### src/rtl/mux_key_with_default_pkg.sv
// Shared helpers for the keyed multiplexer: table geometry derived from key/data widths.
package mux_key_with_default_pkg;

    function automatic int unsigned pair_len(input int unsigned key_len, input int unsigned data_len);
        return key_len + data_len;
    endfunction

endpackage

### src/rtl/mux_key_lookup.sv
// Combinational priority matcher: returns the data of the lowest-index entry whose key matches,
// or the supplied default when nothing matches.
module mux_key_lookup
    import mux_key_with_default_pkg::*;
#(
    parameter int unsigned NR_KEY   = 2,
    parameter int unsigned KEY_LEN  = 1,
    parameter int unsigned DATA_LEN = 1,
    localparam int unsigned PAIR_LEN = pair_len(KEY_LEN, DATA_LEN),
    localparam int unsigned LUT_LEN  = NR_KEY * PAIR_LEN
) (
    input  logic [KEY_LEN-1:0]  key,
    input  logic [DATA_LEN-1:0] default_out,
    input  logic [LUT_LEN-1:0]  lut,
    output logic [DATA_LEN-1:0] data_c,
    output logic                hit_c
);

    logic [KEY_LEN-1:0]  entry_key  [NR_KEY];
    logic [DATA_LEN-1:0] entry_data [NR_KEY];

    // Entry 0 sits in the most-significant pair; key above data within a pair.
    for (genvar g = 0; g < int'(NR_KEY); g++) begin : g_entry
        assign entry_key[g]  = lut[(int'(NR_KEY) - g) * int'(PAIR_LEN) - 1 -: KEY_LEN];
        assign entry_data[g] = lut[(int'(NR_KEY) - g) * int'(PAIR_LEN) - int'(KEY_LEN) - 1 -: DATA_LEN];
    end

    // Scan from the highest index down so the lowest matching index is applied last.
    always_comb begin
        data_c = default_out;
        hit_c  = 1'b0;
        for (int i = int'(NR_KEY) - 1; i >= 0; i--) begin
            if (entry_key[i] == key) begin
                data_c = entry_data[i];
                hit_c  = 1'b1;
            end
        end
    end

endmodule

### src/rtl/mux_key_with_default.sv
// Keyed multiplexer with default: combinational lookup plus a one-cycle registered result.
module mux_key_with_default
    import mux_key_with_default_pkg::*;
#(
    parameter int unsigned NR_KEY   = 2,
    parameter int unsigned KEY_LEN  = 1,
    parameter int unsigned DATA_LEN = 1,
    localparam int unsigned PAIR_LEN = pair_len(KEY_LEN, DATA_LEN),
    localparam int unsigned LUT_LEN  = NR_KEY * PAIR_LEN
) (
    input  logic                clk,
    input  logic                rst,
    input  logic [KEY_LEN-1:0]  key,
    input  logic [DATA_LEN-1:0] default_out,
    input  logic [LUT_LEN-1:0]  lut,
    input  logic                in_valid,
    output logic [DATA_LEN-1:0] out,
    output logic                hit,
    output logic                out_valid,
    output logic [DATA_LEN-1:0] comb_out
);

    logic lookup_hit_c;

    mux_key_lookup #(
        .NR_KEY   (NR_KEY),
        .KEY_LEN  (KEY_LEN),
        .DATA_LEN (DATA_LEN)
    ) u_lookup (
        .key         (key),
        .default_out (default_out),
        .lut         (lut),
        .data_c      (comb_out),
        .hit_c       (lookup_hit_c)
    );

    // Result registers; out/hit hold their last value on idle cycles.
    always_ff @(posedge clk or posedge rst) begin
        if (rst) begin
            out       <= '0;
            hit       <= 1'b0;
            out_valid <= 1'b0;
        end else begin
            out_valid <= in_valid;
            if (in_valid) begin
                out <= comb_out;
                hit <= lookup_hit_c;
            end
        end
    end

endmodule

### config.mk
export PLATFORM = sky130hd
export DESIGN_NAME = mux_key_with_default
export DESIGN_NICKNAME = d
export VERILOG_FILES = /design/src/rtl/mux_key_with_default_pkg.sv /design/src/rtl/mux_key_lookup.sv /design/src/rtl/mux_key_with_default.sv
export SDC_FILE = /design/constraint.sdc
export NUM_CORES = 1
export LEC_CHECK = 0
export ABC_AREA = 1
export CAP_MARGIN = 20
export CORE_AREA = 2 2 39 41
export DETAILED_ROUTE_END_ITERATION = 6
export DIE_AREA = 0 0 41 43
export REMOVE_ABC_BUFFERS = 1
export SYNTH_ARGS = -nofsm -noshare
export SYNTH_HDL_FRONTEND = slang
export SYNTH_SLANG_ARGS = --single-unit
### constraint.sdc
create_clock -name clk -period 0.85 [get_ports clk]
set_input_delay 0.255 -clock clk [delete_from_list [all_inputs] [get_ports clk]]
set_output_delay 0.255 -clock clk [all_outputs]
set_load 0.05 [all_outputs]
=== Word-level counts from Yosys, hierarchy flattened ===
Index checks and enable logic that the tools add are counted.
W data, S select, Z words.

* Register bits after elaboration: 3
* Output and inout bits: 4
* Bits of input ports: 9
* Logic and storage cells: 9

* Mux-type cells: 4
* Equality and inequality tests: 2

{| class="wikitable"
|+ Operators with widths
! operator !! number
|-
| $mux W1 || 4
|-
| $eq A1 B1 Y1 || 2
|}

=== Depth between registers and ports, before layout ===
Gate-level depths: netlist of run 1.

* Depth in word-level cells: 3
* Gate-level depth with buffers: 7
* Depth with buffers taken out: 7

=== Cells and area by module ===
A second synthesis of run 1 with hierarchy kept.

* Cell total of the unflattened synthesis: 28
* Area, all modules: 197.7 um2

{| class="wikitable"
|+ Modules (own cells, without submodules)
! module !! cells an instance !! times used !! area each (um2) !! sequential area each (um2)
|-
| mux_key_with_default || 11 || 1 || 105.1 || 75.1
|-
| mux_key_lookup || 17 || 1 || 92.6 || 0.0
|}

=== Worst setup path after synthesis of run 1 ===
No wires, ideal clock.

* Path kind: in2out
* From: in key
* To: out comb_out
* Stages: 5
* Data required time: 0.595 ns
* Data arrival time: 0.723 ns
* Path buffers: 0
* Setup slack: -0.128 ns
* Cells stage by stage: inv_2 nand2_2 nand2_2 nand3_2 nand2_2

* Word-level cells in the longest chain between the ends: 3
* Elaborated cells between the ends (all ways): 4
* Those cells by class: eq/ne: 2; mux: 2

{| class="wikitable"
|+ Ends and longest elaborated chain
! item !! line !! source
|-
| start, declared || mux_key_with_default.sv:13 || <nowiki>input logic [KEY_LEN-1:0] key,</nowiki>
|-
| $eq A1 B1 Y1 || mux_key_lookup.sv:33 || <nowiki>if (entry_key[i] == key) begin</nowiki>
|-
| $mux W1 || mux_key_lookup.sv:33 ||
|-
| $mux W1 * || mux_key_lookup.sv:33 ||
|-
| end, declared || mux_key_with_default.sv:20 || <nowiki>output logic [DATA_LEN-1:0] comb_out</nowiki>
|}

Mark *: on every way between the ends. The rest lies on a longest branch, timed or not.

=== Final worst setup path of run 1 ===
Ends and elaborated chain as after synthesis.

==> run metrics, run 1 <==
core area about 1400 um^2; Cell Pwr Density between 1000 and 1500 nW/um^2; Die Wd slightly above 40 um; Overall Global Routing Usage 7.62%; maxcap violations 0; Crit Path Class input port to output pin; depth of the CTS H-tree 1; DR vias/cell around 3.7; Final period util 130%; total iterations of the first detailed-routing run 4; DR iter-0 viols 4; final max-slew violation count 0; Pint about 0.00050 W; largest family of logic cells by synthesized area simple AND/OR/NAND/NOR gates; share of power burned in registers between 20% and 30%; Crit. End Element output pin; switching share of power 31.9%; Arr. time, crit path approximately 0.85 ns; Power, Total ~0.00074 W; Vias around 240; clock slew at reported path FFs 0.04 ns; post-place setup slack -0.707 ns; clk buf depth 2; Worst Path Required 0.59 ns; Post-Syn Area roughly 200 um^2; total global routing overflow 0; antenna violations before repair 0; Area Overhead vs Synth 161%; critical path launch point type input port; Hold WC Path Type input port to async pin; Syn Area/Cell approximately 7.7 um^2; EDFF count, synth 0; CTS Buf Count 3; clk_lat worst skew between 0.2 and 0.25 ns; Synth area leader dfrtp_1; sw power between 0.0002 and 0.00025 W; clk_skew 0 ns; Main synth FF type dfrtp_1; Combinational Power Share between 40% and 50%; post-synthesis simple-gate area fraction a little under half; worst-path fanout max 4; WL final approximately 500 um; largest net degree at the start of global routing 6; Synth top area share between 30% and 40%; full die area about 1800 um^2; Worst-Margin Slew 0.173 ns; worst vdd ir ~0.00038 V; Compound-Gate Fraction of Synth Area 4.38%; Commonest cells post-synth 6 x nand2_1, 5 x inv_1, 5 x nand2_2; RSZ-0062 raised after global routing true; Root Driver clkbuf_4; share of cells above drive strength 1 around 70%; Routed WL per cell around 7.4 um; die height 43 um; fin crit period between 1 and 1.5 ns; final hold vios 0; xor/xnor share of the synthesized area 0%; global-route wire length before repair 800 um; post-synthesis cell type count 10; synthesized-area fraction occupied by adder cells 0%; fmax between 900 and 1000 MHz; placer congestion estimate 0.573; sequential area share after synthesis roughly 38%; number of global-route vias before repair roughly 210; starting density of the core between 10% and 20%; largest cells by area after synthesis dfrtp_1 38%, nand2_2 16%, nand2_1 11%; Mapped Cells 26; Max transition margin between 80% and 90%; buffers added on ports 12; DP HPWL ~340 um; post-synthesis mux area share 0%; IO Pins 13; Routed Antenna Nets 0; final hold slack approximately 0.19 ns; Lkg Pwr ~0.28 nW; # nets final 60; FFs w/ async S/R, synth 100%; Yosys Warn Count 0; setup violators final 4; antenna cells 0; # rows 14; clk sink count 3; Clk pwr share about a third; outcome complete, but fails checks; drt drc 0; CTS tree done; smallest setup slack after layout -0.256 ns; top-count cell post-synth nand2_1; violated checks negative setup slack; register bit count reported by yosys 3
## cells in the final DEF, fill, tap and decap left out, types with 2 or more instances in the layout
master,n
buf_12,5
buf_4,9
clkbuf_4,3
dfrtp_1,3
dlygate4sd2_1,2
inv_1,3
nand2_1,3
nand2_2,4
nand2_4,4
nand3_2,2
## through the flow
step	utilization [%]	cell area (um^2)	cells	setup TNS [ns]
6_report	37.8	523	66	-0.812
5_1_grt	37.8	523	66	-0.914
4_1_cts	35.7	494	65	-0.844
3_5_place_dp	29.7	410	58	-1.90
3_3_place_gp	29.7	410	58	-1.87
2_1_floorplan	-	200	26	-0.296
## cells by family after synthesis
family / count (synthesis)
flops: 3
simple gates: 16
buf+inv: 6
compound gates: 1
## repair_timing
item	in CTS	in global routing
setup endpoints to repair	6	5
pin swaps	7	4
resized for setup	37	8
buffers inserted	3	1
hold buffers	0	0
## worst paths after layout
| kind | from | depth (start not counted) | endpoint | slack, ns |
|---|---|---|---|---|
| min in group clk | in_valid | 1 | out_valid | 0.37 |
| setup / recovery | key | 7 | comb_out | -0.26 |
| max in group asynchronous | rst | 2 | out | 0.54 |
| setup reg to reg | hit | 3 | hit | 0.07 |
| hold reg to reg | out | 3 | out | 0.62 |
| hold / removal | rst | 2 | out_valid | 0.19 |
## state kept, by name, summed over array words and instances, names as in the netlist
register / cells
hit: 1
out: 1
out_valid: 1
## power by group through the flow
stage	Sequential [W]	Combinational (W)	Clock, W
CTS	0.000170	0.000305	0.000265
global route	0.000170	0.000338	0.000279
finish	0.000169	0.000317	0.000252
global placement	0.000172	0.000264	0
detailed placement	0.000172	0.000266	0
floorplan	0.000212	0.0000710	0
## critical path: stages
cell and delay [ns]:
buf_12 0.10, clkinv_8 0.06, nand2_4 0.07, nand3b_4 0.07, nand3_2 0.08, nand2_2 0.07
buf_12 0.15
## metal layers
| metal | vias to the layer above | wire, um | GRT usage [%] |
|---|---|---|---|
| li1 | 129 | - | - |
| met2 | 13 | 278 | 10.3 |
| met3 | 2 | 34 | 1.57 |
| met4 | 0 | 17 | 12.0 |
| met1 | 97 | 161 | 7.05 |
| met5 | - | 0 | 0 |
## area by class of cell
type                       count  area [um^2]
clock buffer                   4         26.3
fill                         140          861
inverter                       6         40.0
multi-input combinational     17          141
sequential                     3         75.1
tap                           16         20.0
timing repair buffer          20          220
Power figures use the tool's default switching activity.
==> run 2, diff against run 1 <==
==> constraint.sdc (replaced) <==
create_clock -name clk -period 1.2 [get_ports clk]
set_input_delay 0.36 -clock clk [delete_from_list [all_inputs] [get_ports clk]]
set_output_delay 0.36 -clock clk [all_outputs]
set_load 0.05 [all_outputs]
==> run metrics, run 2 (same netlist as run 1, synthesis figures left out) <==
outcome complete, but fails checks; violated checks negative setup slack; full die area 1760 um^2 (unchanged); Largest regs hit: 1 flops, out: 1 flops, out_valid: 1 flops; drt drc 0 (unchanged); Placed Cells 58 (unchanged); DR iter-0 viols 2 (-2); IO Pins 13 (unchanged); core area 1380 um^2 (unchanged); sw power 0.000163 W (-31%); RR Startpoint hit; critical path launch point type input port; Root Driver clkbuf_4; clock slew at reported path FFs 0.04 ns (about the same); DP HPWL 325 um (-3.8%); CP peak stage delay 0.14 ns (about the same); Worst Reg-to-Reg Cells 2 (-1); worst-path fanout max 3 (-1); Clk pwr share 35.3% (+1.2 points); Lkg Pwr 0.256 nW (-7.2%); Finished Layout Cells 63 (-4.5%); Cell Pwr Density 1030 nW/um^2 (-27%); worst vdd ir 0.000331 V (-12%); CP cell instances buf_6 -> inv_4 -> nand2_2 -> nand3b_4 -> nand3_2 -> nand2_2 -> buf_12; Routed Antenna Nets 0 (unchanged); total iterations of the first detailed-routing run 2 (-2); fin crit period 1.31 ns; # rows 14 (unchanged); depth of the CTS H-tree 1 (unchanged); cts-stage hold buffer count 0 (unchanged); CTS Buf Count 3 (unchanged); Worst Path Required 0.84 ns (+0.25 ns); most frequent cells in the layout 5 x nand2_2, 5 x buf_12, 5 x buf_4; placer congestion estimate 0.556 (-3.1%); Worst path slowest cell buf_12; Final period util 109%; clk_skew 0 ns (unchanged); die height 43 um (unchanged); Setup crit start lut[1]; RSZ-0062 raised after global routing true; clk buf depth 2 (unchanged); global-route wire length before repair 807 um (+0.88%); WL final 431 um (-12%); final hold vios 0 (unchanged); clk sink count 3 (unchanged); largest net degree at the start of global routing 6 (unchanged); fmax 766 MHz; starting density of the core 14.5% (unchanged); Combinational Power Share 40.9% (-2.0 points); share of cells above drive strength 1 66.0% (-4.0 points); total global routing overflow 0 (unchanged); final max-slew violation count 0 (unchanged); Pint 0.000345 W (-31%); Arr. time, crit path 0.95 ns (+0.10 ns); post-place setup slack -0.575 ns (+0.132 ns); antenna cells 0 (unchanged); Crit Path Class input port to output pin; clk_lat worst skew 0.23 ns (about the same); maxcap violations 0 (unchanged); final core utilization 35.5% (-2.3 points); Die Wd 41 um (unchanged); CP most frequent cell nand2_2; Area after DPL 410 um^2 (unchanged); DR vias/cell 3.70 (+1.3%); Hold WC Path Type input port to async pin; Worst-Margin Slew 0.152 ns (-0.0206 ns); antenna violations before repair 0 (unchanged); share of power burned in registers 23.8% (+0.9 points); Routed WL per cell 6.84 um (-8.0%); Overall Global Routing Usage 7.22% (-0.40 points); Max transition margin 89.7% (+1.2 points); switching share of power 32.0% (+0.076 points); # nets final 57 (-5.0%); Crit. End Element output pin; Area Overhead vs Synth 146%; number of global-route vias before repair 223 (+4.2%); CTS tree done; Vias 233 (-3.3%); buffers added on ports 12 (unchanged); smallest setup slack after layout -0.106 ns (+0.150 ns); Finished Cell Area 492 um^2 (-6.0%); setup violators final 1 (-3)
==> run 2: cell types whose count changed in the layout (fill, tap and decap cells not counted), sizes merged <==
cell	previous run	this run
buf	16	13
dlygate4sd2	2	1
clkdlybuf4s50	1	2
==> run 2: final timing paths <==
path                              to  slack (ns)
max                         comb_out       -0.11
min                        out_valid        0.30
max reg2reg                      hit        0.52
min reg2reg                      out        0.54
max in group asynchronous        out        0.78
min in group clk                 out        0.54
==> run 2: metal layers <==
layer / wire length [um] / GRT usage (%) / share of wire, % / vias up
li1: - / - / - / 123
met1: 164 / 8.01 / 38 / 99
met2: 232 / 9.06 / 54 / 11
met3: 34 / 1.57 / 7.9 / 0
met4: 0 / 10.0 / 0 / 0
met5: 0 / 0 / 0 / -
==> run 2: power groups by stage <==
stage	Combinational, W	Clock, W	Sequential, W
detailed placement	0.000188	0	0.000122
finish	0.000208	0.000179	0.000121
floorplan	0.0000503	0	0.000150
global placement	0.000187	0	0.000122
global route	0.000222	0.000199	0.000121
CTS	0.000207	0.000188	0.000121
==> run 2: per-stage QoR <==
stage               hold WS [ns]  power [W]  setup TNS, ns
detailed placement         0.527   0.000310          -1.24
finish                     0.296   0.000508         -0.106
CTS                        0.297   0.000515         -0.114
floorplan                  0.114   0.000200              0
global route               0.320   0.000542         -0.136
global placement           0.522   0.000309          -1.19
==> run 2: cell type report <==
class	instances	area, um^2
inverters	6	37.5
repair buffers	17	199
fillers	143	892
clock buffers	4	26.3
flip-flops and latches	3	75.1
well taps	16	20.0
multi-input cells	17	134
==> run 2: timing repair <==
item / 4_1_cts / 5_1_grt
pin swaps: 7 / 3
buffers inserted: 1 / 0
resized for setup: 37 / 4
setup endpoints to repair: 3 / 1
==> run 2: critical path, delay by kind of cell <==
kind,cells,cell delay [ns]
simple gates,4,0.28
buf+inv,3,0.31
